--- src/rtl/sme_pkg.sv ---
// sme_pkg: character constants, FSM state encoding and case folding
// shared by the string-matching engine.
package sme_pkg;
   localparam logic [7:0] NUL    = 8'h00;
   localparam logic [7:0] LF     = 8'h0A;
   localparam logic [7:0] DOT    = 8'h2E;
   localparam logic [7:0] HAT    = 8'h5E;
   localparam logic [7:0] DOLLAR = 8'h24;

   typedef enum logic [2:0] {S_IDLE, S_LOAD, S_SCAN, S_EMIT, S_NEXT, S_DONE} state_e;

   function automatic logic [7:0] fold_case(input logic [7:0] c, input logic ci);
      return (ci && c >= 8'h41 && c <= 8'h5A) ? c + 8'h20 : c;
   endfunction
endpackage

--- src/rtl/sme_pat_buf.sv ---
// sme_pat_buf: local copy of the current pattern plus its length and
// anchor flags; length saturates at MAX_PAT_LEN+1 to flag overlong patterns.
module sme_pat_buf
   import sme_pkg::*;
#(
   parameter int MAX_PAT_LEN = 16,
   localparam int LW = $clog2(MAX_PAT_LEN + 2),
   localparam int IW = (MAX_PAT_LEN > 1) ? $clog2(MAX_PAT_LEN) : 1
) (
   input  logic          clk,
   input  logic          rst_n,
   input  logic          clr_i,
   input  logic          we_i,
   input  logic [7:0]    wdata_i,
   input  logic [IW-1:0] raddr_i,
   output logic [7:0]    rdata_o,
   output logic [LW-1:0] len_o,
   output logic          hat_o,
   output logic          dol_o
);
   logic [7:0]    mem_q [MAX_PAT_LEN];
   logic [LW-1:0] len_q;

   always_ff @(posedge clk)
      if (we_i && len_q < LW'(MAX_PAT_LEN)) mem_q[IW'(len_q)] <= wdata_i;

   always_ff @(posedge clk or negedge rst_n)
      if (!rst_n) len_q <= '0;
      else if (clr_i) len_q <= '0;
      else if (we_i && len_q <= LW'(MAX_PAT_LEN)) len_q <= len_q + 1'b1;

   assign rdata_o = mem_q[raddr_i];
   assign len_o   = len_q;
   assign hat_o   = (len_q != '0) && mem_q[0] == HAT;
   // a lone '^' is an anchor, not the trailing '$' of an empty body
   assign dol_o   = (len_q > LW'(hat_o)) && mem_q[IW'(len_q - 1'b1)] == DOLLAR;
endmodule

--- src/rtl/sme_multi_stream.sv ---
// sme_multi_stream: scans a NUL-terminated text against a list of patterns
// ('.', leading '^', trailing '$') and streams every (pattern, address) hit.
module sme_multi_stream
   import sme_pkg::*;
#(
   parameter int TEXT_AW     = 12,
   parameter int PAT_AW      = 7,
   parameter int MAX_PAT_LEN = 16,
   parameter int NUM_PAT     = 16,
   localparam int PNW = (NUM_PAT > 1) ? $clog2(NUM_PAT) : 1,
   localparam int LW  = $clog2(MAX_PAT_LEN + 2),
   localparam int IW  = (MAX_PAT_LEN > 1) ? $clog2(MAX_PAT_LEN) : 1
) (
   input  logic               clk,
   input  logic               rst_n,
   input  logic               start_i,
   input  logic               case_insensitive_i,
   output logic [TEXT_AW-1:0] t_addr_o,
   input  logic [7:0]         t_data_i,
   output logic [PAT_AW-1:0]  p_addr_o,
   input  logic [7:0]         p_data_i,
   output logic               out_valid_o,
   input  logic               out_ready_i,
   output logic [PNW-1:0]     pattern_no_o,
   output logic [TEXT_AW-1:0] match_addr_o,
   output logic               pat_err_o,
   output logic               busy_o,
   output logic               finish_o
);
   state_e             state_q;
   logic [TEXT_AW-1:0] s_q, t_addr_q, match_addr_q;
   logic [PAT_AW-1:0]  p_addr_q;
   logic [PNW-1:0]     pattern_no_q;
   logic [LW-1:0]      i_q, len, hat_w, body_end;
   logic               look_q, ci_q, out_valid_q, busy_q, finish_q, pat_err_q;
   logic [7:0]         rdata;
   logic               hat, dol, clr, we, off0, t_nul, t_lf, chr_ok, tail_ok, need_look;

   sme_pat_buf #(.MAX_PAT_LEN(MAX_PAT_LEN)) u_buf (
      .clk(clk), .rst_n(rst_n), .clr_i(clr), .we_i(we), .wdata_i(p_data_i),
      .raddr_i(i_q[IW-1:0]), .rdata_o(rdata), .len_o(len), .hat_o(hat), .dol_o(dol)
   );

   always_comb begin
      clr       = state_q == S_NEXT || ((state_q == S_IDLE || state_q == S_DONE) && start_i);
      we        = state_q == S_LOAD && p_data_i != NUL;
      hat_w     = LW'(hat);
      body_end  = len - LW'(dol);
      off0      = i_q == hat_w;
      t_nul     = t_data_i == NUL;
      t_lf      = t_data_i == LF;
      chr_ok    = (rdata == DOT) ? !(t_nul || t_lf) : fold_case(rdata, ci_q) == fold_case(t_data_i, ci_q);
      tail_ok   = !dol || t_nul || t_lf;
      need_look = hat && s_q != '0;
   end

   always_ff @(posedge clk or negedge rst_n)
      if (!rst_n) begin
         state_q      <= S_IDLE;
         s_q          <= '0;
         t_addr_q     <= '0;
         match_addr_q <= '0;
         p_addr_q     <= '0;
         pattern_no_q <= '0;
         i_q          <= '0;
         look_q       <= 1'b0;
         ci_q         <= 1'b0;
         out_valid_q  <= 1'b0;
         busy_q       <= 1'b0;
         finish_q     <= 1'b0;
         pat_err_q    <= 1'b0;
      end else begin
         case (state_q)
            S_IDLE, S_DONE:
               if (start_i) begin
                  state_q      <= S_LOAD;
                  p_addr_q     <= '0;
                  pattern_no_q <= '0;
                  pat_err_q    <= 1'b0;
                  ci_q         <= case_insensitive_i;
                  busy_q       <= 1'b1;
                  finish_q     <= 1'b0;
               end
            S_LOAD: begin
               p_addr_q <= p_addr_q + 1'b1;
               if (p_data_i == NUL) begin
                  if (len == '0) begin
                     state_q  <= S_DONE;
                     busy_q   <= 1'b0;
                     finish_q <= 1'b1;
                  end else if (len > LW'(MAX_PAT_LEN)) begin
                     pat_err_q <= 1'b1;
                     state_q   <= S_NEXT;
                  end else begin
                     state_q  <= S_SCAN;
                     s_q      <= '0;
                     t_addr_q <= '0;
                     i_q      <= hat_w;
                     look_q   <= 1'b0;
                  end
               end
            end
            S_SCAN: begin
               // default is a move to the next window; paths that stay override it
               s_q      <= s_q + 1'b1;
               t_addr_q <= s_q + 1'b1;
               i_q      <= hat_w;
               look_q   <= 1'b0;
               if (look_q) begin
                  if (t_lf) begin
                     state_q      <= S_EMIT;
                     out_valid_q  <= 1'b1;
                     match_addr_q <= s_q;
                  end
               end else if (off0 && t_nul) begin
                  state_q <= S_NEXT;
               end else if (i_q == body_end) begin
                  if (tail_ok && need_look) begin
                     s_q      <= s_q;
                     look_q   <= 1'b1;
                     t_addr_q <= s_q - 1'b1;
                  end else if (tail_ok) begin
                     state_q      <= S_EMIT;
                     out_valid_q  <= 1'b1;
                     match_addr_q <= s_q;
                  end
               end else if (chr_ok) begin
                  s_q      <= s_q;
                  i_q      <= i_q + 1'b1;
                  t_addr_q <= t_addr_q + 1'b1;
               end
            end
            S_EMIT:
               if (out_ready_i) begin
                  out_valid_q <= 1'b0;
                  state_q     <= S_SCAN;
               end
            S_NEXT:
               if (pattern_no_q == PNW'(NUM_PAT - 1)) begin
                  state_q  <= S_DONE;
                  busy_q   <= 1'b0;
                  finish_q <= 1'b1;
               end else begin
                  pattern_no_q <= pattern_no_q + 1'b1;
                  state_q      <= S_LOAD;
               end
            default: state_q <= S_IDLE;
         endcase
      end

   assign t_addr_o     = t_addr_q;
   assign p_addr_o     = p_addr_q;
   assign out_valid_o  = out_valid_q;
   assign pattern_no_o = pattern_no_q;
   assign match_addr_o = match_addr_q;
   assign pat_err_o    = pat_err_q;
   assign busy_o       = busy_q;
   assign finish_o     = finish_q;
endmodule

--- config.mk ---
export PLATFORM = sky130hd
export DESIGN_NAME = sme_multi_stream
export DESIGN_NICKNAME = d
export VERILOG_FILES = /design/src/rtl/sme_pkg.sv /design/src/rtl/sme_pat_buf.sv /design/src/rtl/sme_multi_stream.sv
export SDC_FILE = /design/constraint.sdc
export NUM_CORES = 1
export LEC_CHECK = 0
export CAP_MARGIN = 20
export CORE_MARGIN = 2
export CORE_UTILIZATION = 53
export DETAILED_ROUTE_END_ITERATION = 10
export DONT_BUFFER_PORTS = 1
export GPL_TIMING_DRIVEN = 0
export PLACE_DENSITY = 0.71
export SKIP_CTS_REPAIR_TIMING = 1
export SLEW_MARGIN = 5
export SYNTH_ARGS = -nofsm -noshare
export SYNTH_HDL_FRONTEND = slang
export SYNTH_HIERARCHICAL = 1
export SYNTH_SLANG_ARGS = --single-unit
--- constraint.sdc ---
create_clock -name clk -period 5.5 [get_ports clk]
set_input_delay 1.1 -clock clk [delete_from_list [all_inputs] [get_ports clk]]
set_output_delay 1.1 -clock clk [all_outputs]
set_load 0.03 [all_outputs]
* Word-level counts from Yosys, hierarchy flattened
Memories as Yosys holds them, arrays and structs flattened.
Cells that the tools add are included.
** Word-level totals
- ROM bits :: 0
- Output and inout port bits :: 39
- Memory bits (writable) :: 128
- Bits in registers :: 66
- Input port bits :: 21
- Latch bits :: 0
- Memories :: 1
** Cells by class
- Multiplexer cells :: 84
- Equality and inequality tests :: 35
- Bitwise gates (word level) :: 0
- Magnitude comparators :: 8
- Shift-type cells :: 0
- Reduce and logical (&&, ||, !) cells :: 46
- Add/subtract/negate cells :: 11
- $mul :: 0
- Divide/modulo/power cells :: 0
** Memory list
- u_buf.mem_q :: words 16, width 8, read ports 3, clocked after Yosys merged registers in 0, wr ports 1, RTL line sme_pat_buf.sv:21 : logic [7:0] mem_q [MAX_PAT_LEN];
** Operator list (number)
- 2-to-1 mux 12 bit :: 19
- one-hot mux 12 bit (2 select lines) :: 2
- 2-to-1 mux 5 bit :: 9
- 2-to-1 mux 3 bit :: 12
- 2-to-1 mux 1 bit :: 28
- adder 12 x 1 -> 12 bit (second input constant) :: 2
- adder 8 x 6 -> 8 bit (second input constant) :: 2
- == test 8 x 6 -> 1 bit (second input constant) :: 2
- >= comparator 8 x 7 -> 1 bit (second input constant) :: 2
- <= comparator 8 x 7 -> 1 bit (second input constant) :: 2
- logical NOT 8 bit :: 2
- 2-to-1 mux 8 bit :: 2
- inequality test 3 bit (second input constant) :: 5
- one-hot mux 3 bit (5 select lines) :: 1
- inequality test 2 bit (second input constant) :: 7
- one-hot mux 7 bit (2 select lines) :: 1
- AND reduction 7 bit :: 2
- nonzero test 2 bit :: 7
- logical AND 1 bit :: 13
- inequality test 4 bit (second input constant) :: 3
- AND reduction 6 bit :: 2
- nonzero test 12 bit :: 1
- subtractor 12 x 1 -> 12 bit (second input constant) :: 1
- adder 5 x 1 -> 5 bit (second input constant) :: 2
- 37 further kinds :: 55

* Longest topological paths before layout
Gate-level depths: netlist of run 1.
An unclocked memory read counts as a cell.
- Depth after elaboration :: 14
- Gate-level depth with buffers :: 23
- Gate-level depth less buffers :: 21

* Cells and area by module
Netlist of run 1, hierarchy kept.
** By module, submodules not included
- sme_pat_buf :: sequential area each 3968.8 µm², times used 1, cells each 318, area an instance 5930.7 µm²
- sme_multi_stream :: sequential area each 1526.5 µm², times used 1, cells each 508, area an instance 4360.4 µm²

* Worst setup path after synthesis of run 1
Ideal clock, no wire load.
- Path type :: register to register
- Start :: register u_buf.len_q[0] (netlist: u_buf/len_o[0])
- End :: register match_addr_q[10] (netlist: match_addr_o[10])
- Data required time :: 5375 ps
- Arrival time :: 4506 ps
- Slack :: 869 ps
- Cell stages (with the launch flop) :: 23
- Path through :: dfrtp_1 > buf_2 > inv_2 > ha_1 > or3b_1 > nor2_1 > nor4_1 > ha_1 > o21ai_0 > nor2b_1 > nand3_1 > o221ai_1 > ha_1 > ha_1 > nand3b_1 > nand3_1 > o21ai_0 > a211oi_2 > nand3_1 > mux2i_1 > nand3_1 > buf_2 > mux2_2
** Between the ends
- Cells in the longest elaborated chain, start to end :: 10
- Elaborated cells on any way between the ends :: 21
- Those cells by class :: add/sub (2); order compare (1); eq/ne (5); reduce/logical (12); memory (1)
** RTL lines
- from (decl) :: RTL line sme_pat_buf.sv:22 : logic [LW-1:0] len_q;
- from (signal assigned) :: RTL line sme_pat_buf.sv:30 : else if (we_i && len_q <= LW'(MAX_PAT_LEN)) len_q <= len_q + 1'b1;
- nonzero test 5 bit * :: RTL line sme_pat_buf.sv:34 : assign hat_o = (len_q != '0) && mem_q[0] == HAT;
- logical AND 1 bit * :: RTL line sme_pat_buf.sv:34
- net hat :: RTL line sme_multi_stream.sv:37 : logic hat, dol, clr, we, off0, t_nul, t_lf, chr_ok, tail_ok, need_look;
- > comparator 5 x 1 -> 1 bit * :: RTL line sme_pat_buf.sv:36 : assign dol_o = (len_q > LW'(hat_o)) && mem_q[IW'(len_q - 1'b1)] == DOLLAR;
- logical AND 1 bit * :: RTL line sme_pat_buf.sv:36
- net dol :: RTL line sme_multi_stream.sv:37
- branches (longest 5 deep; another with subtractor 5 x 1 -> 5 bit)
- AND reduction 6 bit (no source line) *
- to (signal assigned) :: RTL line sme_multi_stream.sv:113 : match_addr_q <= s_q;
- to (signal assigned) :: RTL line sme_multi_stream.sv:125 : match_addr_q <= s_q;
- to (decl) :: RTL line sme_multi_stream.sv:31 : logic [TEXT_AW-1:0] s_q, t_addr_q, match_addr_q;
Mark *: on every way through the listed nets, which the timed path passes.
A chain may end at the register's enable or synchronous reset.

* Final worst setup path of run 1
- Start :: register u_buf.len_q[0] (netlist: u_buf/len_o[0])
- End :: register s_q[5]
** Between the ends
- Cells in the longest elaborated chain, start to end :: 10
- Elaborated cells on any way between the ends :: 27
- Those cells by class :: add/sub (2); order compare (2); eq/ne (7); mux (4); reduce/logical (11); memory (1)
** RTL lines
- nonzero test 5 bit * :: RTL line sme_pat_buf.sv:34
- logical AND 1 bit * :: RTL line sme_pat_buf.sv:34
- net hat :: RTL line sme_multi_stream.sv:37
- > comparator 5 x 1 -> 1 bit * :: RTL line sme_pat_buf.sv:36
- logical AND 1 bit * :: RTL line sme_pat_buf.sv:36
- net dol :: RTL line sme_multi_stream.sv:37
- subtractor 5 x 1 -> 5 bit / logical NOT 1 bit (equally long branches) :: RTL line sme_multi_stream.sv:48, sme_multi_stream.sv:53
- == test 5 bit / logical OR 1 bit (equally long branches) :: RTL line sme_multi_stream.sv:117, sme_multi_stream.sv:53
- 2-to-1 mux 12 bit / logical OR 1 bit (equally long branches) :: RTL line sme_multi_stream.sv:117, sme_multi_stream.sv:53
- 2-to-1 mux 12 bit / logical AND 1 bit (equally long branches) :: RTL line sme_multi_stream.sv:115, sme_multi_stream.sv:118
- 2-to-1 mux 12 bit / inequality test 5 bit (equally long branches)
- one-hot mux 12 bit (2 select lines) / AND reduction 6 bit (equally long branches)
- to (signal assigned) :: RTL line sme_multi_stream.sv:105 : s_q <= s_q + 1'b1;
- to (signal assigned) :: RTL line sme_multi_stream.sv:119 : s_q <= s_q;
- to (signal assigned) :: RTL line sme_multi_stream.sv:128 : s_q <= s_q;
- to (decl) :: RTL line sme_multi_stream.sv:31
The timed path passes the listed nets; every way through them passes the cells marked *.

==> summary.md, run 1 <==
| Metric | Value |
|---|---|
| Die area | `20,500 sq um` |
| WL per Instance | `22.8 microns` |
| GRT Util Overall | `0.256` |
| HPWL after DPL | `18.2 mm` |
| Max-Cap Viols | `0` |
| Critical-path maximum fanout | `10` |
| Slew HR | `0.555` |
| Post-Syn Nets | `866` |
| Yosys warnings | `6` |
| Final non-filler cell total | `1,124` |
| Clk sink count | `194` |
| Initial antenna violation count | `0` |
| DRC | `0` |
| Vias in the first global route | `7,214` |
| CTS tree | `done` |
| Clk slew on worst S/H paths | `0.07 ns` |
| Final ANT Viol Nets | `0` |
| Primary FF master, synth | `edfxtp_1` |
| Crit path time final | `5.26 ns` |
| Worst EP arrival | `5.59 ns` |
| Die width | `143 microns` |
| Post-Syn Area | `10,300 sq um` |
| Drt total wl | `25.6 mm` |
| Synth Area per Inst | `12.5 sq um` |
| Tot Pwr | `0.00517 W` |
| I/O Pins | `60` |
| Synthesized instance count | `826` |
| Placed insts | `1,086` |
| First-pass GRT wire length | `40.0 mm` |
| Final #Nets | `891` |
| Asr flop ratio synth | `0.340` |
| Final WS setup | `0.239 ns` |
| Die Y-Extent | `143 microns` |
| Fin. max-slew vios | `0` |
| Worst-Margin Slew | `0.662 ns` |
| Leading area contributor after synthesis | `edfxtp_1` |
| Clock Skew | `0.0109 ns` |
| Largest cells by area after synthesis | `edfxtp_1 37%, dfrtp_1 16%, mux4_1 6.1%` |
| Post-place setup slack | `-0.964 ns` |
| Layout fillers | `1,495` |
| CTS Buffer Depth | `2` |
| Std-Cell Rows | `50` |
| Initial Util | `0.545` |
| GR Overflow Total | `0` |
| WP data required | `5.83 ns` |
| Final worst-path cycle share | `0.957` |
| Register area share after synthesis | `0.534` |
| Commonest cells in the netlist | `128 x edfxtp_1, 66 x dfrtp_1, 62 x nand2_1` |
| Area delta synth->final | `9.92%` |
| Setup violators final | `0` |
| N_diodes | `0` |
| WS Path Type | `reg -> reg` |
| Vias | `7,278` |
| P per Cell Area | `457 nW/um^2` |
| Final Hold Viols | `0` |
| Total negative slack | `0 ns` |
| WHS | `0.353 ns` |
| Worst Reg-to-Reg Cells | `23` |
| Cts bufs inserted | `17` |
| Count of cell types in the netlist | `72` |
| DR pass1 iterations | `5` |
| Largest net degree at the start of global routing | `67` |
| Core area | `18,900 sq um` |
| Status | `finished, final reports clean` |
| Proportion of layout cells with a drive suffix above 1 | `0.122` |
| H-tree depth | `4` |
| Count leader, synth | `edfxtp_1` |
| Flops & latches, synth | `194` |
| Gpl congestion | `0.927` |
| Clock Tree Root | `clkbuf_16` |
| EDFF count, synth | `128` |
| Worst Setup Start Kind | `flop` |
| Iteration-0 DRC Markers | `725` |
| Worst min-delay path class | `in -> async` |
| Clk Latency, worst-skew pair | `0.44 ns` |
| Top-area cell type share of the netlist area | `0.373` |
| PortBufs | `0` |
| Vias per cell | `6.48` |
| VDD IR max | `0.300 mV` |
| Static Leak | `4.14 nW` |
| FMAX | `190 MHz` |
| Critical Path End Type | `flop` |
-- stage by stage --
stage | util | area [sq um]
2_1_floorplan | - | 10300
3_3_place_gp | 0.562 | 10600
3_5_place_dp | 0.562 | 10600
4_1_cts | 0.593 | 11200
5_1_grt | 0.599 | 11300
6_report | 0.599 | 11300
-- layout by cell type (no fill, tap or decap), types with 9 or more instances in the layout --
cell type | netlist | routed
and2_1 | 17 | 17
mux4_1 | 24 | 24
o21ai_0 | 51 | 49
clkbuf_1 | 21 | 21
a22o_1 | 12 | 12
nor4b_1 | 19 | 19
edfxtp_1 | 128 | 128
nand2_1 | 62 | 62
nand3_1 | 41 | 40
inv_1 | 21 | 21
nor2_1 | 55 | 54
dfrtp_1 | 66 | 66
xnor2_1 | 27 | 27
xor2_1 | 22 | 22
ha_1 | 19 | 18
and3_1 | 13 | 13
clkbuf_16 | 0 | 17
mux2i_1 | 12 | 12
nor4_1 | 11 | 10
a21oi_1 | 28 | 28
nand4_1 | 11 | 11
nor2b_1 | 10 | 9
mux2_2 | 15 | 15
buf_2 | 10 | 10
mux4_2 | 17 | 17
nor3_1 | 12 | 12
-- cell type report --
type / count / area [sq um] / area share
tap: 260 / 325 / 0.0288
timing repair buffer: 6 / 45.0 / 0.00398
buffer: 43 / 233 / 0.0206
clock inverter: 14 / 155 / 0.0137
inverter: 22 / 85.1 / 0.00752
multi-input combinational: 567 / 4540 / 0.402
sequential: 194 / 5500 / 0.486
clock buffer: 18 / 429 / 0.0379
-- worst paths after layout --
path	startpoint	end	slack, ns
max	u_buf/len_o[0]	s_q[5]	0.24
min	rst_n	s_q[5]	0.35
max reg2reg	u_buf/len_o[0]	s_q[5]	0.24
min reg2reg	i_q[4]	i_q[4]	0.58
max in group asynchronous	rst_n	u_buf/len_o[3]	5.01
min in group clk	i_q[4]	i_q[4]	0.58
-- routing by layer --
metal	up-vias	GRT usage	share of wire
li1	3229	-	-
met1	3610	0.358	0.43
met2	380	0.409	0.47
met3	59	0.0573	0.084
met4	0	0.0712	0.022
met5	-	0	0
-- cell families (layout without fill, tap and decap cells) --
family,after synthesis,in the layout,share of synthesized area
xor+xnor,50,50,0.0439
compound gates,147,147,0.0939
flops,194,194,0.534
mux,68,68,0.127
simple gates,283,283,0.148
fa+ha+maj,19,19,0.0231
buf+inv,65,103,0.0305
-- power by group --
part,switching (W),internal [W],total [W]
Clock,0.000553,0.000676,0.00123
Combinational,0.00121,0.000812,0.00202
Sequential,0.000242,0.00168,0.00192
-- sequential cells by signal (all words and copies together) (netlist names) --
name          cells
u_buf/mem_q     128
match_addr_o     12
s_q              12
t_addr_o         12
p_addr_o          7
i_q               5
u_buf/len_o       5
pattern_no_o      4
state_q           3
busy_o            1
ci_q              1
finish_o          1
look_q            1
out_valid_o       1
pat_err_o         1
-- critical path, stage by stage (launching register included) --
cell,delay [ns]
dfrtp_1,0.42
buf_2,0.22
inv_4,0.16
ha_2,0.28
or3b_1,0.38
nor2_1,0.19
nor4_4,0.07
ha_1,0.28
o21ai_1,0.21
nor2b_2,0.25
o2111ai_1,0.24
o221ai_4,0.18
ha_1,0.23
ha_1,0.24
nand3b_1,0.12
nand3_1,0.09
o21ai_0,0.13
a211oi_4,0.37
nand2b_1,0.14
a21oi_1,0.23
a31o_4,0.18
buf_2,0.22
o21ai_0,0.12
a22o_1,0.19
No activity file was read; power rests on OpenSTA's default activity.
==> run 2: changes to the inputs <==
--- a/config.mk
+++ b/config.mk
@@ -11,4 +11,5 @@
 export DETAILED_ROUTE_END_ITERATION = 10
 export DONT_BUFFER_PORTS = 1
+export GPL_ROUTABILITY_DRIVEN = 1
 export GPL_TIMING_DRIVEN = 0
 export PLACE_DENSITY = 0.71
==> constraint.sdc (replaced) <==
create_clock -name clk -period 5.5 [get_ports clk]
set_input_delay 1.1 -clock clk [delete_from_list [all_inputs] [get_ports clk]]
set_output_delay 1.1 -clock clk [all_outputs]
set_load 0.01 [all_outputs]
==> results of run 2 <==
The final DEF is identical to that of run 1. Status: finished, final reports clean.
Main changes from that run: total power 0.00517 W -> 0.00509 W; worst IR drop on VDD 0.300 mV -> 0.268 mV
==> run 3: changes to the inputs <==
- clock period: 5.5 -> 5.16 ns (I/O delays scaled with it)
==> run 3 against run 2 <==
  * Total power is 7.4% higher
  * Critical path depth stayed put
  * Final cell count hardly changed
  * Sequential power is 7% higher
  * Combinational power is 9% higher
  * Critical path type unchanged
==> summary.md, run 3 (synthesis gave the netlist of run 1 again) <==
| Metric | Value |
|---|---|
| Cts bufs inserted | `17 (unchanged)` |
| Max-Cap Viols | `0 (unchanged)` |
| Critical Path Source | `u_buf/len_o[0] (unchanged)` |
| Layout fillers | `1,492 (was 1,495)` |
| Clk Latency, worst-skew pair | `0.44 ns (about the same)` |
| Critical Path Max Stage Delay | `0.42 ns (about the same)` |
| H-tree depth | `4 (unchanged)` |
| WHS | `0.288 ns (was 0.353 ns)` |
| N_diodes | `0 (unchanged)` |
| Final Hold Viols | `0 (unchanged)` |
| Worst reg2reg setup slack | `0.23 ns (was 0.24 ns)` |
| Vias in the first global route | `7,214 (unchanged)` |
| DR pass1 iterations | `5 (unchanged)` |
| Final non-filler cell total | `1,125 (was 1,124)` |
| Clk sink count | `194 (unchanged)` |
| PortBufs | `0 (unchanged)` |
| Final ANT Viol Nets | `0 (unchanged)` |
| GR Overflow Total | `0 (unchanged)` |
| Worst-Margin Slew | `0.661 ns (was 0.662 ns)` |
| Critical Path End Type | `flop (unchanged)` |
| Critical-path maximum fanout | `10 (unchanged)` |
| Worst EP arrival | `5.26 ns (was 5.59 ns)` |
| Crit-path leading delay family | `compound AO/OA/AOI/OAI gates (unchanged)` |
| Gpl congestion | `0.927 (unchanged)` |
| Initial antenna violation count | `0 (unchanged)` |
| Fin. max-slew vios | `0 (unchanged)` |
| Final #Nets | `892 (was 891)` |
| CTS tree | `done (unchanged)` |
| Most frequent cells in the layout | `128 x edfxtp_1, 66 x dfrtp_1, 62 x nand2_1, 53 x nor2_1, 49 x o21ai_0 (was 128 x edfxtp_1, 66 x dfrtp_1, 62 x nand2_1, 54 x nor2_1, 49 x o21ai_0)` |
| Cells along the critical path | `buf_4 > inv_6 > ha_4 > or3b_1 > nor2_2 > nor4_4 > ha_1 > o21ai_2 > nor2b_4 > nand3_1 > o221ai_4 > ha_1 > ha_2 > nand3b_1 > nand3_1 > o21ai_0 > a211oi_4 > nand2b_1 > a21oi_1 > a31o_4 > clkbuf_4 > o21ai_0 > a22o_1 (was buf_2 > inv_4 > ha_2 > or3b_1 > nor2_1 > nor4_4 > ha_1 > o21ai_1 > nor2b_2 > o2111ai_1 > o221ai_4 > ha_1 > ha_1 > nand3b_1 > nand3_1 > o21ai_0 > a211oi_4 > nand2b_1 > a21oi_1 > a31o_4 > buf_2 > o21ai_0 > a22o_1)` |
| Static Leak | `4.15 nW (was 4.14 nW)` |
| VDD IR max | `0.287 mV (was 0.268 mV)` |
| Iteration-0 DRC Markers | `755 (was 725)` |
| Placed insts | `1,086 (unchanged)` |
| GRT Util Overall | `0.256 (unchanged)` |
| Reg-to-reg endpoint | `s_q[5] (unchanged)` |
| Leading cell type in the layout, fill and taps excluded | `edfxtp_1 (unchanged)` |
| WL per Instance | `22.7 microns (was 22.8 microns)` |
| Std-Cell Rows | `50 (unchanged)` |
| FMAX | `203 MHz (was 190 MHz)` |
| Die area | `20,500 sq um (unchanged)` |
| Crit path time final | `4.93 ns (was 5.26 ns)` |
| WP data required | `5.49 ns (was 5.83 ns)` |
| Setup violators final | `0 (unchanged)` |
| Clock Tree Root | `clkbuf_16 (unchanged)` |
| I/O Pins | `60 (unchanged)` |
| Clk slew on worst S/H paths | `0.07 ns (about the same)` |
| Slew HR | `0.559 (was 0.555)` |
| Vias per cell | `6.48 (about the same)` |
| Worst Setup Start Kind | `flop (unchanged)` |
| DRC | `0 (unchanged)` |
| Tot Pwr | `0.00547 W (was 0.00509 W)` |
| Buffers & Inverters on Critical Path | `3 (unchanged)` |
| Die Y-Extent | `143 microns (unchanged)` |
| Worst min-delay path class | `in -> async (unchanged)` |
| Clock Skew | `0.0118 ns (was 0.0109 ns)` |
| Worst Reg-to-Reg Cells | `23 (unchanged)` |
| Drt total wl | `25.6 mm (about the same)` |
| Largest net degree at the start of global routing | `67 (unchanged)` |
| Proportion of layout cells with a drive suffix above 1 | `0.127 (was 0.122)` |
| WS Path Type | `reg -> reg (unchanged)` |
| Total negative slack | `0 ns (unchanged)` |
| Core area | `18,900 sq um (unchanged)` |
| Area of the multi-input gates | `4570 sq um (was 4540 sq um)` |
| Initial Util | `0.545 (unchanged)` |
| Top reg by flops | `u_buf/mem_q (unchanged)` |
| Area delta synth->final | `10.3% (was 9.92%)` |
| Vias | `7,288 (was 7,278)` |
| HPWL after DPL | `18.2 mm (unchanged)` |
| CTS Buffer Depth | `2 (unchanged)` |
| Final worst-path cycle share | `0.956 (was 0.957)` |
| Max stage delay cell, worst path | `dfrtp_1 (unchanged)` |
| Die width | `143 microns (unchanged)` |
| Reg area | `5500 sq um (unchanged)` |
| Reg-to-reg startpoint | `u_buf/len_o[0] (unchanged)` |
| First-pass GRT wire length | `40.0 mm (unchanged)` |
| Largest register FFs | `128 (unchanged)` |
| P per Cell Area | `482 nW/um^2 (was 450 nW/um^2)` |
| Status | `finished, final reports clean (unchanged)` |
-- run 3: cell types whose count changed in the layout (fill, tap and decap cells not counted), sizes merged --
cell	previous run	this run
clkbuf	39	40
-- run 3: routing by layer --
layer / GRT usage / part of all wire
met1: 0.358 / 0.42
met4: 0.0712 / 0.018
met2: 0.409 / 0.47
met3: 0.0573 / 0.085
met5: 0 / 0
-- run 3: layout make-up --
| class | instances | share of cell area |
|---|---|---|
| inverter | 22 | 0.00771 |
| tap | 260 | 0.0286 |
| clock buffer | 18 | 0.0378 |
| timing repair buffer | 7 | 0.00463 |
| buffer | 43 | 0.0209 |
| sequential | 194 | 0.484 |
| multi-input combinational | 567 | 0.403 |
| clock inverter | 14 | 0.0137 |
-- run 3: report_power, final --
| part | switching [W] | internal, W | total (W) | leakage, nW |
|---|---|---|---|---|
| Sequential | 0.000171 | 0.00179 | 0.00196 | 2.04 |
| Combinational | 0.00130 | 0.000895 | 0.00220 | 1.83 |
| Clock | 0.000592 | 0.000720 | 0.00131 | 0.272 |
-- run 3: per-stage QoR --
step | cell area [sq um] | setup slack [ns] | util
6_report | 11400 | 0.226 | 0.601
5_1_grt | 11400 | -0.0635 | 0.601
4_1_cts | 11200 | -1.41 | 0.593
3_5_place_dp | 10600 | -1.30 | 0.562
3_3_place_gp | 10600 | -1.17 | 0.562
2_1_floorplan | 10300 | 0.529 | -
-- run 3: worst max-delay path by stage --
stage,end,slack (ns),cells past startpoint
after global routing,s_q[5],-0.06,23
after CTS,match_addr_o[10],-1.41,22
after detailed placement,match_addr_o[9],-1.30,22
final,s_q[5],0.23,23
after global placement,match_addr_o[10],-1.17,22
after floorplan,match_addr_o[10],0.53,22
